File: config.mk
export PLATFORM = sky130hd
export DESIGN_NAME = ifu_pc_stage_flat
export DESIGN_NICKNAME = d
export VERILOG_FILES = /design/src/rtl/ifu_pc_stage_pkg.sv /design/src/rtl/ifu_pc_stage_if.sv /design/src/rtl/ifu_pc_stage_npc_mux.sv /design/src/rtl/ifu_pc_stage.sv /design/src/flat_wrapper.sv
export SDC_FILE = /design/constraint.sdc
export NUM_CORES = 1
export LEC_CHECK = 0
export CAP_MARGIN = 20
export CORE_MARGIN = 4
export CORE_UTILIZATION = 44
export CTS_CLUSTER_DIAMETER = 40
export DETAILED_ROUTE_END_ITERATION = 6
export GPL_TIMING_DRIVEN = 0
export PLACE_DENSITY = 0.81
export SYNTH_ARGS = -nofsm -noshare
export SYNTH_HDL_FRONTEND = slang
export SYNTH_SLANG_ARGS = --single-unit
File: constraint.sdc
create_clock -name clk -period 5.7 [get_ports clk]
set_input_delay 0.855 -clock clk [delete_from_list [all_inputs] [get_ports clk]]
set_output_delay 0.855 -clock clk [all_outputs]
set_load 0.005 [all_outputs]
File: src/rtl/ifu_pc_stage_pkg.sv
// Shared fetch-stage constants and types. The controller uses the same
// next-PC select encodings.
package ifu_pc_stage_pkg;

    localparam logic [31:0] PC_RESET = 32'h0000_3000;
    localparam logic [31:0] PC_STEP  = 32'd4;

    typedef enum logic [1:0] {
        NPC_SEL_SEQ = 2'b00,
        NPC_SEL_BR  = 2'b01,
        NPC_SEL_J   = 2'b10,
        NPC_SEL_JR  = 2'b11
    } npc_sel_e;

    typedef struct packed {
        logic [31:0] instr;
        logic [31:0] pc;
        logic [31:0] pc4;
        logic        valid;
    } ifid_t;

endpackage

File: src/rtl/ifu_pc_stage_if.sv
// Fetch-stage bus: D-stage redirect controls and imem data in, PC and IF/ID
// contents out.
interface ifu_pc_stage_if;

    logic        stall;
    logic [1:0]  npc_sel;
    logic [31:0] br_target;
    logic [25:0] j_index;
    logic [31:0] jr_addr;
    logic [31:0] im_instr;
    logic [31:0] pc;
    logic [31:0] instr_d;
    logic [31:0] pc_d;
    logic [31:0] pc4_d;
    logic        valid_d;

    modport master (
        output stall, npc_sel, br_target, j_index, jr_addr, im_instr,
        input  pc, instr_d, pc_d, pc4_d, valid_d
    );

    modport slave (
        input  stall, npc_sel, br_target, j_index, jr_addr, im_instr,
        output pc, instr_d, pc_d, pc4_d, valid_d
    );

endinterface

File: src/rtl/ifu_pc_stage_npc_mux.sv
// Combinational next-PC selector. Jump region bits come from the D-stage
// PC+4, i.e. the delay slot address.
module npc_mux
    import ifu_pc_stage_pkg::*;
(
    input  logic [1:0]  npc_sel,
    input  logic [31:0] pc4,
    input  logic [31:0] pc4_d,
    input  logic [31:0] br_target,
    input  logic [25:0] j_index,
    input  logic [31:0] jr_addr,
    output logic [31:0] npc
);

    logic unused_bits;
    assign unused_bits = ^{jr_addr[1:0], pc4_d[27:0]};

    always_comb begin
        npc = pc4;
        unique case (npc_sel)
            NPC_SEL_SEQ: npc = pc4;
            NPC_SEL_BR:  npc = br_target;
            NPC_SEL_J:   npc = {pc4_d[31:28], j_index, 2'b00};
            NPC_SEL_JR:  npc = {jr_addr[31:2], 2'b00};
        endcase
    end

endmodule

File: src/rtl/ifu_pc_stage.sv
// Fetch stage: PC register, next-PC mux and IF/ID pipeline register.
// pc comes straight from a flop, so no input reaches it combinationally.
module ifu_pc_stage
    import ifu_pc_stage_pkg::*;
(
    input  logic          clk,
    input  logic          reset,
    ifu_pc_stage_if.slave bus
);

    logic [31:0] pc_q;
    logic [31:0] pc4;
    logic [31:0] npc;
    ifid_t       ifid_q;

    assign pc4 = pc_q + PC_STEP;

    npc_mux u_npc_mux (
        .npc_sel   (bus.npc_sel),
        .pc4       (pc4),
        .pc4_d     (ifid_q.pc4),
        .br_target (bus.br_target),
        .j_index   (bus.j_index),
        .jr_addr   (bus.jr_addr),
        .npc       (npc)
    );

    always_ff @(posedge clk or posedge reset) begin
        if (reset) begin
            pc_q <= PC_RESET;
        end else if (!bus.stall) begin
            pc_q <= npc;
        end
    end

    always_ff @(posedge clk or posedge reset) begin
        if (reset) begin
            ifid_q <= '0;
        end else if (!bus.stall) begin
            ifid_q.instr <= bus.im_instr;
            ifid_q.pc    <= pc_q;
            ifid_q.pc4   <= pc4;
            ifid_q.valid <= 1'b1;
        end
    end

    assign bus.pc      = pc_q;
    assign bus.instr_d = ifid_q.instr;
    assign bus.pc_d    = ifid_q.pc;
    assign bus.pc4_d   = ifid_q.pc4;
    assign bus.valid_d = ifid_q.valid;

endmodule

File: src/flat_wrapper.sv
// flat-port wrapper written by rule: the top's interface ports become plain ports
module ifu_pc_stage_flat import ifu_pc_stage_pkg::*;
  (clk, reset, bus_stall, bus_npc_sel, bus_br_target, bus_j_index, bus_jr_addr, bus_im_instr, bus_pc, bus_instr_d, bus_pc_d, bus_pc4_d, bus_valid_d);
  ifu_pc_stage_if bus_i ();
  input  logic clk;
  input  logic reset;
  input wire logic [$bits(bus_i.stall)-1:0] bus_stall;
  input wire logic [$bits(bus_i.npc_sel)-1:0] bus_npc_sel;
  input wire logic [$bits(bus_i.br_target)-1:0] bus_br_target;
  input wire logic [$bits(bus_i.j_index)-1:0] bus_j_index;
  input wire logic [$bits(bus_i.jr_addr)-1:0] bus_jr_addr;
  input wire logic [$bits(bus_i.im_instr)-1:0] bus_im_instr;
  output wire logic [$bits(bus_i.pc)-1:0] bus_pc;
  output wire logic [$bits(bus_i.instr_d)-1:0] bus_instr_d;
  output wire logic [$bits(bus_i.pc_d)-1:0] bus_pc_d;
  output wire logic [$bits(bus_i.pc4_d)-1:0] bus_pc4_d;
  output wire logic [$bits(bus_i.valid_d)-1:0] bus_valid_d;
  assign bus_i.stall = bus_stall;
  assign bus_i.npc_sel = bus_npc_sel;
  assign bus_i.br_target = bus_br_target;
  assign bus_i.j_index = bus_j_index;
  assign bus_i.jr_addr = bus_jr_addr;
  assign bus_i.im_instr = bus_im_instr;
  assign bus_pc = bus_i.pc;
  assign bus_instr_d = bus_i.instr_d;
  assign bus_pc_d = bus_i.pc_d;
  assign bus_pc4_d = bus_i.pc4_d;
  assign bus_valid_d = bus_i.valid_d;
  ifu_pc_stage u_core (.clk(clk), .reset(reset), .bus(bus_i));
endmodule
### After elaboration in Yosys (flattened, before gate mapping)

Cells that the tools add are included.

| cells by class | value |
|---|---|
| add/sub/neg operators | 1 |
| equal/unequal tests | 3 |
| muxes and demuxes | 1 |
| reduce and logical (&&, ||, !) cells | 1 |

Operator list:

| operator | count |
|---|---|
| $pmux W32 S4 | 1 |
| $add A32 B3 Y32 const B | 1 |
| $eq A2 B2 Y1 const B | 2 |
| $eq A2 B1 Y1 const B | 1 |
| $logic_not A2 Y1 | 1 |

| storage, ports and cells | value |
|---|---|
| register bits | 129 |
| bits of input ports | 127 |
| output and inout bits | 129 |

### Logic depth before layout (Yosys ltp)

Gate-level depths: netlist (run 1).

| depth | value |
|---|---|
| depth after elaboration | 2 |
| gate-level depth with buffers | 7 |
| mapped depth without buffers | 6 |

### Modules after synthesis

From an unflattened synthesis (run 1), not the netlist that was laid out.

| unflattened totals | value |
|---|---|
| cells, all modules | 460 |
| area total of the unflattened synthesis | 6266.0 µm² |

Modules (own cells, without submodules):

| module | instances | cells an instance | area each (µm²) | seq. area each (µm²) |
|---|---|---|---|---|
| ifu_pc_stage | 1 | 419 | 5469.0 | 3180.6 |
| npc_mux | 1 | 41 | 797.0 | 0.0 |

### Worst setup path after synthesis (run 1)

OpenSTA, ideal clock, no wires.

| timing path | value |
|---|---|
| path type | input to register |
| from | input bus_npc_sel[0] |
| to | register u_core.pc_q[4], in the netlist u_core.bus.pc[4] |
| setup time | 121 ps |
| data arrival time | 1952 ps |
| required time | 5579 ps |
| slack | 3627 ps |
| stages | 7 |
| buffers on the path | 3 |
| cells stage by stage | buf_2 > or2_2 > buf_2 > clkbuf_1 > nor2_1 > nor2_1 > o22a_1 |

| on the way | value |
|---|---|
| word-level cells in the longest chain between the ends | 2 |
| elaborated cells on any way between the ends | 5 |
| those cells by class | eq/ne: 3; mux: 1; reduce/logical: 1 |

Ends and longest elaborated chain:

| item | RTL line | source |
|---|---|---|
| from (decl) | flat_wrapper.sv:8 | `input wire logic [$bits(bus_i.npc_sel)-1:0] bus_npc_sel;` |
| $eq A2 B2 Y1 (tied with other cells) | ifu_pc_stage_npc_mux.sv:20 | `unique case (npc_sel)` |
| $pmux W32 S4 * | ifu_pc_stage_npc_mux.sv:20 |  |
| to (signal assigned) | ifu_pc_stage.sv:32 | `pc_q <= npc;` |
| to (decl) | ifu_pc_stage.sv:11 | `logic [31:0] pc_q;` |

Mark *: on every way between the ends. The rest lies on a longest branch, timed or not.
A chain may end at the register's enable or synchronous reset.

### Final worst setup path (run 1)

| timing path | value |
|---|---|
| from | register u_core.pc_q[8], in the netlist u_core.bus.pc[8] |
| to | output bus_pc[8] |

RTL lines:

| item | RTL line | source |
|---|---|---|
| to (decl) | flat_wrapper.sv:13 | `output wire logic [$bits(bus_i.pc)-1:0] bus_pc;` |

No word-level cell between the ends.

==> flow_summary.toml, run 1 <==
[detailed_routing]
drc_errors = 0
drt-met1-wl_um = 8252
num_vias = 5893
top_layer_used = "met4"
wl_met3_um = 2709
ant_nets = 0
wire_per_inst_um = 21.73
viasPerCell = 5.634
drt-total-wl_um = 22730
drt_iter0_drc = 544
dr.pass1.iters = 5
dr_wl_met2_um = 11140

[pwr]
irDropWorstVdd_mv = 0.1756
p_total_w = 0.002943
p_leak_nw = 3.966
p_per_area_mw_per_mm2 = 300.8

[logic_synthesis]
ys_seq_elements = 127
synthCells = 584
synthArstFlopShare_pct = 100.0
synth_warnings = 0
synth_ff_type = "dfrtp_1"
synth_nets = 712
ys_seq_area_share_pct = 49.28
synth_cell_types = 55
synth_edf_count = 0
syn_area_mm2 = 0.006454
synth_area_per_cell_um2 = 11.05

[timing]
fmax_ghz = 0.4208
worst_slew_pin_slew_ns = 0.8863
finalClockSkew_ns = 0.007001
finalHoldViolations = 0
drv_slew = 0
setup_viol = 0
fin_ws_ns = 3.324
fin_crit_ns = 2.376
relSlewSlack_pct = 40.91
grt_setup_unrepaired = "no"
finalCritPeriodShare_pct = 41.69

[place]
detailed_place_hpwl_um = 16940
gp_congestion = 0.8525
post-place-ws_ns = 3.132
portBuffers = 250

[critical_path]
critPathMaxFanout = 7
start_kind = "register"
cp_top_family = "buffers and inverters"
crit_arrival_ns = 1.52
endpoint_kind = "primary output"
crit_slowest_cell = "clkdlybuf4s50_1"
crit_chain = "clkdlybuf4s50_1"
path_class = "reg -> out"
path_buf_inv = 1
critical-path-max-stage-delay_ns = 0.58
cp.required_ns = 4.85

[min_path]
hp-class = "reg -> reg"

[outcome]
outcome = "completed"

[cts]
root_buffer = "clkbuf_16"
cts_buffers = 17
ctsResizeCount = 0
cts_hold_buf = 0
clkTransAtPathRegs_ns = 0.05
cts_setup_buffers = 0
cts_sinks = 127
clk_latency_ns = 0.42
cts_tree = "done"
clk_path_buf_depth = 2
ctsHtreeMaxLevel = 4

[floorplan]
row_count = 43
core-area_mm2 = 0.01410
die_area_mm2 = 0.01667
die_y_um = 129.1
fp.dieW_um = 129.1
start_util_pct = 45.78
ios = 256

[cells_and_area]
area_growth_syn_to_layout_pct = 51.65
finalCoreUtilization_pct = 69.43
nets = 982
final_layout_size_suffix_gt1_share_pct = 17.67
final_common_cell = "clkdlybuf4s50_1"
fillers = 1036
layout_common_cells = "clkdlybuf4s50_1 (250), dfrtp_1 (125), nand2_1 (75), mux2_2 (63), o21ai_0 (59)"
antennaDiodeCount = 0

[grt]
grt_max_degree = 66
antenna_found_initial = 0
overflow = 0
grt_pass1_wl_um = 34800
first_global_vias = 6185
track_usage_pct = 27.60

[flow_run]
maxCapViolCount = 0
==> layout make-up <==
class,instances,area [µm²],area share [%]
Tap cell,180,225.2,2.301
Timing Repair Buffer,251,2530,25.85
Clock inverter,11,116.4,1.189
Sequential cell,127,3181,32.50
Clock buffer,20,456.7,4.666
Buffer,50,306.5,3.132
Inverter,6,27.53,0.2813
Multi-Input combinational cell,401,2944,30.08
==> worst reg2reg max path: stages (launching register included) <==
cell and delay [ns]:
dfrtp_1 0.39, clkbuf_8 0.19, nand3_2 0.17, nor3_1 0.66
nand3_1 0.29, o221ai_1 0.23, o2bb2a_1 0.23
==> cell usage after synthesis (all sizes together) (2+ instances only) <==
| cell | number | share of area [%] |
|---|---|---|
| mux2i | 22 | 3.4 |
| nor4 | 3 | 0.62 |
| o21ai | 61 | 4.7 |
| nand3 | 10 | 0.93 |
| a31oi | 12 | 1.2 |
| nand2 | 75 | 4.4 |
| dfstp | 2 | 0.81 |
| nor2 | 16 | 0.93 |
| a41oi | 4 | 0.54 |
| dfrtp | 125 | 48 |
| nand4 | 9 | 1.3 |
| and4 | 8 | 1.1 |
| and3 | 7 | 0.70 |
| and2 | 4 | 0.41 |
| o21a | 7 | 0.81 |
| mux4 | 6 | 2.1 |
| a21oi | 20 | 1.6 |
| nor3 | 7 | 0.85 |
| mux2 | 63 | 11 |
| o22a | 15 | 2.1 |
| o2bb2a | 4 | 0.62 |
| a2bb2oi | 3 | 0.41 |
| inv | 6 | 0.35 |
| buf | 29 | 2.8 |
| clkbuf | 21 | 2.0 |
| o221ai | 3 | 0.41 |
| xor2 | 11 | 1.5 |
| xnor2 | 17 | 2.3 |
| a22o | 3 | 0.41 |
==> per-stage QoR <==
step                hold slack [ns]  instances  TNS, ns  cell area (µm²)
floorplan                    0.4590        584        0             6454
global placement             0.4680       1014   -23.40             9181
detailed placement           0.4765       1015        0             9214
CTS                          0.4896       1046        0             9787
global route                 0.5105       1046        0             9787
finish                       0.4838       1046        0             9787
==> registers in the layout (all words and copies together), names as in the netlist <==
signal,cells
u_core.bus.instr_d,32
u_core.bus.pc,32
u_core.bus.pc_d,32
u_core.bus.pc4_d,30
u_core.bus.valid_d,1
==> final timing paths <==
check                                         from                endpoint  slack [ns]  cells after the start
worst max-delay path              u_core.bus.pc[8]               bus_pc[8]        3.32                      1
worst min-delay path            u_core.bus.valid_d      u_core.bus.valid_d        0.48                      1
worst max register to register    u_core.bus.pc[9]       u_core.bus.pc[29]        3.42                      6
worst min register to register  u_core.bus.valid_d      u_core.bus.valid_d        0.48                      1
max in group asynchronous                    reset       u_core.bus.pc[18]        4.08                      3
min in group asynchronous                    reset  u_core.bus.instr_d[28]        0.90                      2
==> per-layer routing <==
metal  GRT usage, %  vias up
li1               -     2641
met1          32.98     2847
met2          45.40      352
met3          10.26       53
met4          10.87        0
met5              0        -
==> where the power goes <==
part,switching [W],internal [W]
combinational,0.000293,0.000454
sequential,0.000111,0.00103
clock,0.000396,0.000659
==> logic make-up after synthesis <==
| group | after synthesis | synth area share [%] |
|---|---|---|
| compound gates | 137 | 13.36 |
| xor+xnor | 28 | 3.800 |
| fa+ha+maj | 1 | 0.1938 |
| buf+inv | 56 | 5.099 |
| flops | 127 | 49.28 |
| mux | 91 | 16.50 |
| simple gates | 144 | 11.77 |
(Power assumes the default switching activity.)
==> run 2: changes to the inputs <==
- CORE_UTILIZATION: 44 -> 40
- PLACE_DENSITY: 0.81 -> 0.78
- clock period: 5.7 -> 2.1 ns (I/O delays scaled with it)
==> run 2 against run 1 <==
Net effect:
- clock-buffer cell count increased by 3
- first-iteration DRC count decreased by 24%
- critical path depth increased by 4
- via count decreased by 2.4%
- cell area increased by 1.9%
- sequential power increased to 2.7 times the previous value
- core utilization decreased by 6.4 points
- clock skew decreased by 0.0019 ns
- power increased to 2.8 times the previous value
- global-route usage decreased by 3.4 points
- hold slack got worse by 0.095 ns
- worst setup slack got worse by 3.2 ns
- critical path type is now reg -> reg
- highest routed layer unchanged
==> flow_summary.toml, run 2 (synthesis results as in run 1) <==
[timing]
setup_viol = 0
grt_setup_unrepaired = "no"
worst_slew_pin_slew_ns = 0.8143
setup-tns-final_ns = 0
fmax_ghz = 0.5013
finalCritPeriodShare_pct = 94.99
drv_slew = 0
finalClockSkew_ns = 0.005145
fin_crit_ns = 1.995
finalHoldViolations = 0
relSlewSlack_pct = 45.60

[cts]
clk_path_buf_depth = 2
cts_buffers = 17
ctsHtreeMaxLevel = 4
clk_latency_ns = 0.42
cts_hold_buf = 0
cts_sinks = 127
clkTransAtPathRegs_ns = 0.06
cts_tree = "done"
root_buffer = "clkbuf_16"

[critical_path]
start_kind = "register"
rr_worst_depth = 5
critPathMaxFanout = 8
path_class = "reg -> reg"
cp.required_ns = 2.41
crit_arrival_ns = 2.30
endpoint_kind = "register"

[cells_and_area]
final_common_cell = "clkdlybuf4s50_1"
fillers = 1279
fin_area_mm2 = 0.009972
final_layout_size_suffix_gt1_share_pct = 19.01
area_growth_syn_to_layout_pct = 54.52
layout_common_cells = "clkdlybuf4s50_1 (250), dfrtp_1 (123), nand2_1 (75), mux2_2 (63), o21ai_0 (59)"
nets = 988
antennaDiodeCount = 0
final_cells = 1089

[min_path]
hp-class = "in -> reg"
hold-path-cell-count = 4

[detailed_routing]
drt_iter0_drc = 415
drc_errors = 0
ant_nets = 0
drt-total-wl_um = 22030
wire_per_inst_um = 20.23
viasPerCell = 5.282
dr.pass1.iters = 5
num_vias = 5752

[floorplan]
core-area_mm2 = 0.01583
die_area_mm2 = 0.01823
die_y_um = 135.0
fp.dieW_um = 135.0
start_util_pct = 40.77
row_count = 46
ios = 256

[pwr]
p_leak_nw = 4.033
p_per_area_mw_per_mm2 = 816.3
irDropWorstVdd_mv = 0.5436

[grt]
antenna_found_initial = 0
grt_pass1_wl_um = 33340
grt_max_degree = 38
overflow = 0
first_global_vias = 5809
track_usage_pct = 24.16

[place]
dpl_cell_area_mm2 = 0.009290
dp_cells = 1053
gp_congestion = 0.8679
portBuffers = 250
detailed_place_hpwl_um = 16300

[flow_run]
maxCapViolCount = 0

[outcome]
outcome = "completed"
==> run 2: worst max-delay path: stages (launching register included) <==
cell and delay [ns]:
dfrtp_1 0.53, nand3_1 0.30, nor4_4 0.41, nand3_1 0.20, o221ai_1 0.20, o2bb2a_1 0.23
==> run 2: area by class of cell <==
class,count,area (µm²),share of cell area (%)
clock inverter,9,106.4,1.066
inverter,6,26.28,0.2635
sequential,127,3183,31.92
clock buffer,23,498.0,4.994
tap,216,270.3,2.710
buffer,50,306.5,3.074
timing repair buffer,257,2592,26.00
multi-input combinational,401,2989,29.97
==> run 2: repair_timing <==
item	4_1_cts	5_1_grt
resized for setup	2	8
pin swaps	1	3
buffers inserted	2	2
cloned	0	0
setup endpoints to repair	8	23
==> run 2: worst paths after layout <==
path,end,slack [ns],start
min in group asynchronous,u_core.bus.instr_d[7],0.41,reset
worst max-delay path,u_core.bus.pc[29],0.11,u_core.bus.pc[20]
max in group asynchronous,u_core.bus.pc[22],0.86,reset
worst min-delay path,u_core.bus.pc_d[30],0.39,bus_stall
worst min register to register,u_core.bus.valid_d,0.48,u_core.bus.valid_d
worst max register to register,u_core.bus.pc[29],0.11,u_core.bus.pc[20]
==> run 2: per-stage QoR <==
step	util [%]	setup WS, ns	hold WS (ns)	power (W)
floorplan	-	0.2194	0.4549	0.003889
global placement	58.32	-1.029	0.4509	0.005096
detailed placement	58.70	-0.1576	0.4562	0.005146
CTS	62.68	-0.02539	0.3726	0.008168
global route	63.00	0.006340	0.4595	0.008484
finish	63.00	0.1053	0.3892	0.008141
==> run 2: per-layer routing <==
layer | vias up | wire length (µm) | global-route usage, %
met3 | 38 | 1938 | 7.228
met2 | 260 | 10580 | 39.05
met5 | - | 0 | 0
met4 | 0 | 594 | 9.239
met1 | 2793 | 8916 | 30.72
li1 | 2661 | - | -
==> run 2: where the power goes <==
part / switching (W) / total [W] / leakage (nW) / internal (W)
clock: 0.00111 / 0.00301 / 0.291 / 0.00190
combinational: 0.000808 / 0.00205 / 2.27 / 0.00124
sequential: 0.000283 / 0.00308 / 1.47 / 0.00280
==> run 3: changes to the inputs <==
- SKIP_CTS_REPAIR_TIMING: not set -> 1
==> run 3 against run 2 <==
Net effect:
- cell count unchanged
- via count grew 0.33%
- global-route usage is essentially flat
- sequential share of layout area unchanged
- core utilization did not move
- clock-buffer cell count did not move
- cell area unchanged
- critical path depth is the same
- routed wire length down 0.19%
- flip-flop and latch count stayed put
- fmax rose by 0.61%
- worst setup slack better by 0.012 ns
- critical path type unchanged
- critical endpoint unchanged
- highest routed layer unchanged
==> flow_summary.toml, run 3 (synthesis results as in run 1) <==
[timing]
grt_setup_unrepaired = "no"
drv_slew = 0
finalClockSkew_ns = 0.005615
relSlewSlack_pct = 45.49
fin_crit_ns = 1.983
worst_slew_pin_slew_ns = 0.8159
finalCritPeriodShare_pct = 94.41
setup_viol = 0
fmax_ghz = 0.5044
finalHoldViolations = 0

[detailed_routing]
num_vias = 5771
viasPerCell = 5.299
wire_per_inst_um = 20.19
drc_errors = 0
dr.pass1.iters = 5
drt_iter0_drc = 484
drt-total-wl_um = 21990
ant_nets = 0

[floorplan]
start_util_pct = 40.77
row_count = 46
ios = 256
die_y_um = 135.0
die_area_mm2 = 0.01823
fp.dieW_um = 135.0
core-area_mm2 = 0.01583

[grt]
first_global_vias = 5796
top_usage_layer = "met2"
track_usage_pct = 24.12
overflow = 0
grt_pass1_wl_um = 33290
antenna_found_initial = 0
grt_max_degree = 38
grt_use_met3_pct = 7.228
met1_usage_pct = 30.67
gr-usage-met2_pct = 38.97

[cells_and_area]
layout_common_cells = "clkdlybuf4s50_1 (250), dfrtp_1 (123), nand2_1 (75), mux2_2 (63), o21ai_0 (59)"
nets = 988
area_growth_syn_to_layout_pct = 54.52
antennaDiodeCount = 0
fin_area_mm2 = 0.009972
fillers = 1276
final_common_cell = "clkdlybuf4s50_1"
final_layout_size_suffix_gt1_share_pct = 19.01

[critical_path]
critical-path-max-stage-delay_ns = 0.53
start_kind = "register"
endpoint_kind = "register"
critPathMaxFanout = 8
crit_path_frequent_cell = "nand3_1"
crit_slowest_cell = "dfrtp_1"
crit_chain = "nand3_1 > nor4_4 > nand3_1 > o221ai_1 > o2bb2a_1"
path_class = "reg -> reg"
crit_arrival_ns = 2.29
cp.required_ns = 2.41

[outcome]
outcome = "completed"

[cts]
ctsHtreeMaxLevel = 4
clk_path_buf_depth = 2
root_buffer = "clkbuf_16"
cts_sinks = 127
cts_buffers = 17
cts_tree = "done"
clkTransAtPathRegs_ns = 0.06
clk_latency_ns = 0.42

[place]
dpl_cell_area_mm2 = 0.009290
portBuffers = 250
gp_congestion = 0.8679
detailed_place_hpwl_um = 16300

[pwr]
irDropWorstVdd_mv = 0.5436
p_leak_nw = 4.033
p_total_w = 0.008142
p_per_area_mw_per_mm2 = 816.5

[min_path]
hp-class = "in -> reg"

[flow_run]
maxCapViolCount = 0
run 3: cell counts in the layout (fill, tap and decap cells not counted):
No cell type changed its count.
run 3: report_power, final:
part,internal (W),switching (W),total [W]
Combinational,0.00124,0.000806,0.00205
Clock,0.00190,0.00111,0.00301
Sequential,0.00280,0.000282,0.00308
Total,0.00594,0.00220,0.00814
run 3: layer usage:
metal | vias up | wire length (µm) | part of all wire, %
li1 | 2655 | - | -
met1 | 2812 | 8834 | 40
met2 | 263 | 10670 | 49
met3 | 41 | 1900 | 8.6
met4 | 0 | 584 | 2.7
met5 | - | 0 | 0
run 3: path summary, 6_finish.rpt:
kind,to,from,slack (ns),cells after the start
min in group asynchronous,u_core.bus.instr_d[7],reset,0.41,2
min reg2reg,u_core.bus.valid_d,u_core.bus.valid_d,0.48,1
max reg2reg,u_core.bus.pc[29],u_core.bus.pc[20],0.12,5
max,u_core.bus.pc[29],u_core.bus.pc[20],0.12,5
max in group asynchronous,u_core.bus.pc_d[23],reset,0.87,4
min,u_core.bus.pc_d[30],bus_stall,0.39,4
run 3: final cells by class:
type / instances / area (µm²) / share of cell area [%]
Clock buffer: 23 / 498.0 / 4.994
Clock inverter: 9 / 106.4 / 1.066
Multi-Input combinational cell: 401 / 2989 / 29.97
Tap cell: 216 / 270.3 / 2.710
Buffer: 50 / 306.5 / 3.074
Inverter: 6 / 26.28 / 0.2635
Sequential cell: 127 / 3183 / 31.92
Timing Repair Buffer: 257 / 2592 / 26.00
run 3: worst max-delay path: cells and delay by family, from the launching register on:
kind / cells / cell delay [ns]
flops: 1 / 0.53
compound gates: 2 / 0.43
simple gates: 3 / 0.90
run 3: stage by stage:
stage | setup slack (ns) | TNS (ns) | utilization, % | instances | hold WS, ns
3_5_place_dp | -0.1576 | -0.6879 | 58.70 | 1053 | 0.4562
6_report | 0.1174 | 0 | 63.00 | 1089 | 0.3875
4_1_cts | -0.1894 | -0.4921 | 62.51 | 1085 | 0.3726
5_1_grt | 0.008770 | 0 | 63.00 | 1089 | 0.4595
3_3_place_gp | -1.029 | -129.37 | 58.32 | 1050 | 0.4509
2_1_floorplan | 0.2194 | 0 | - | 584 | 0.4549
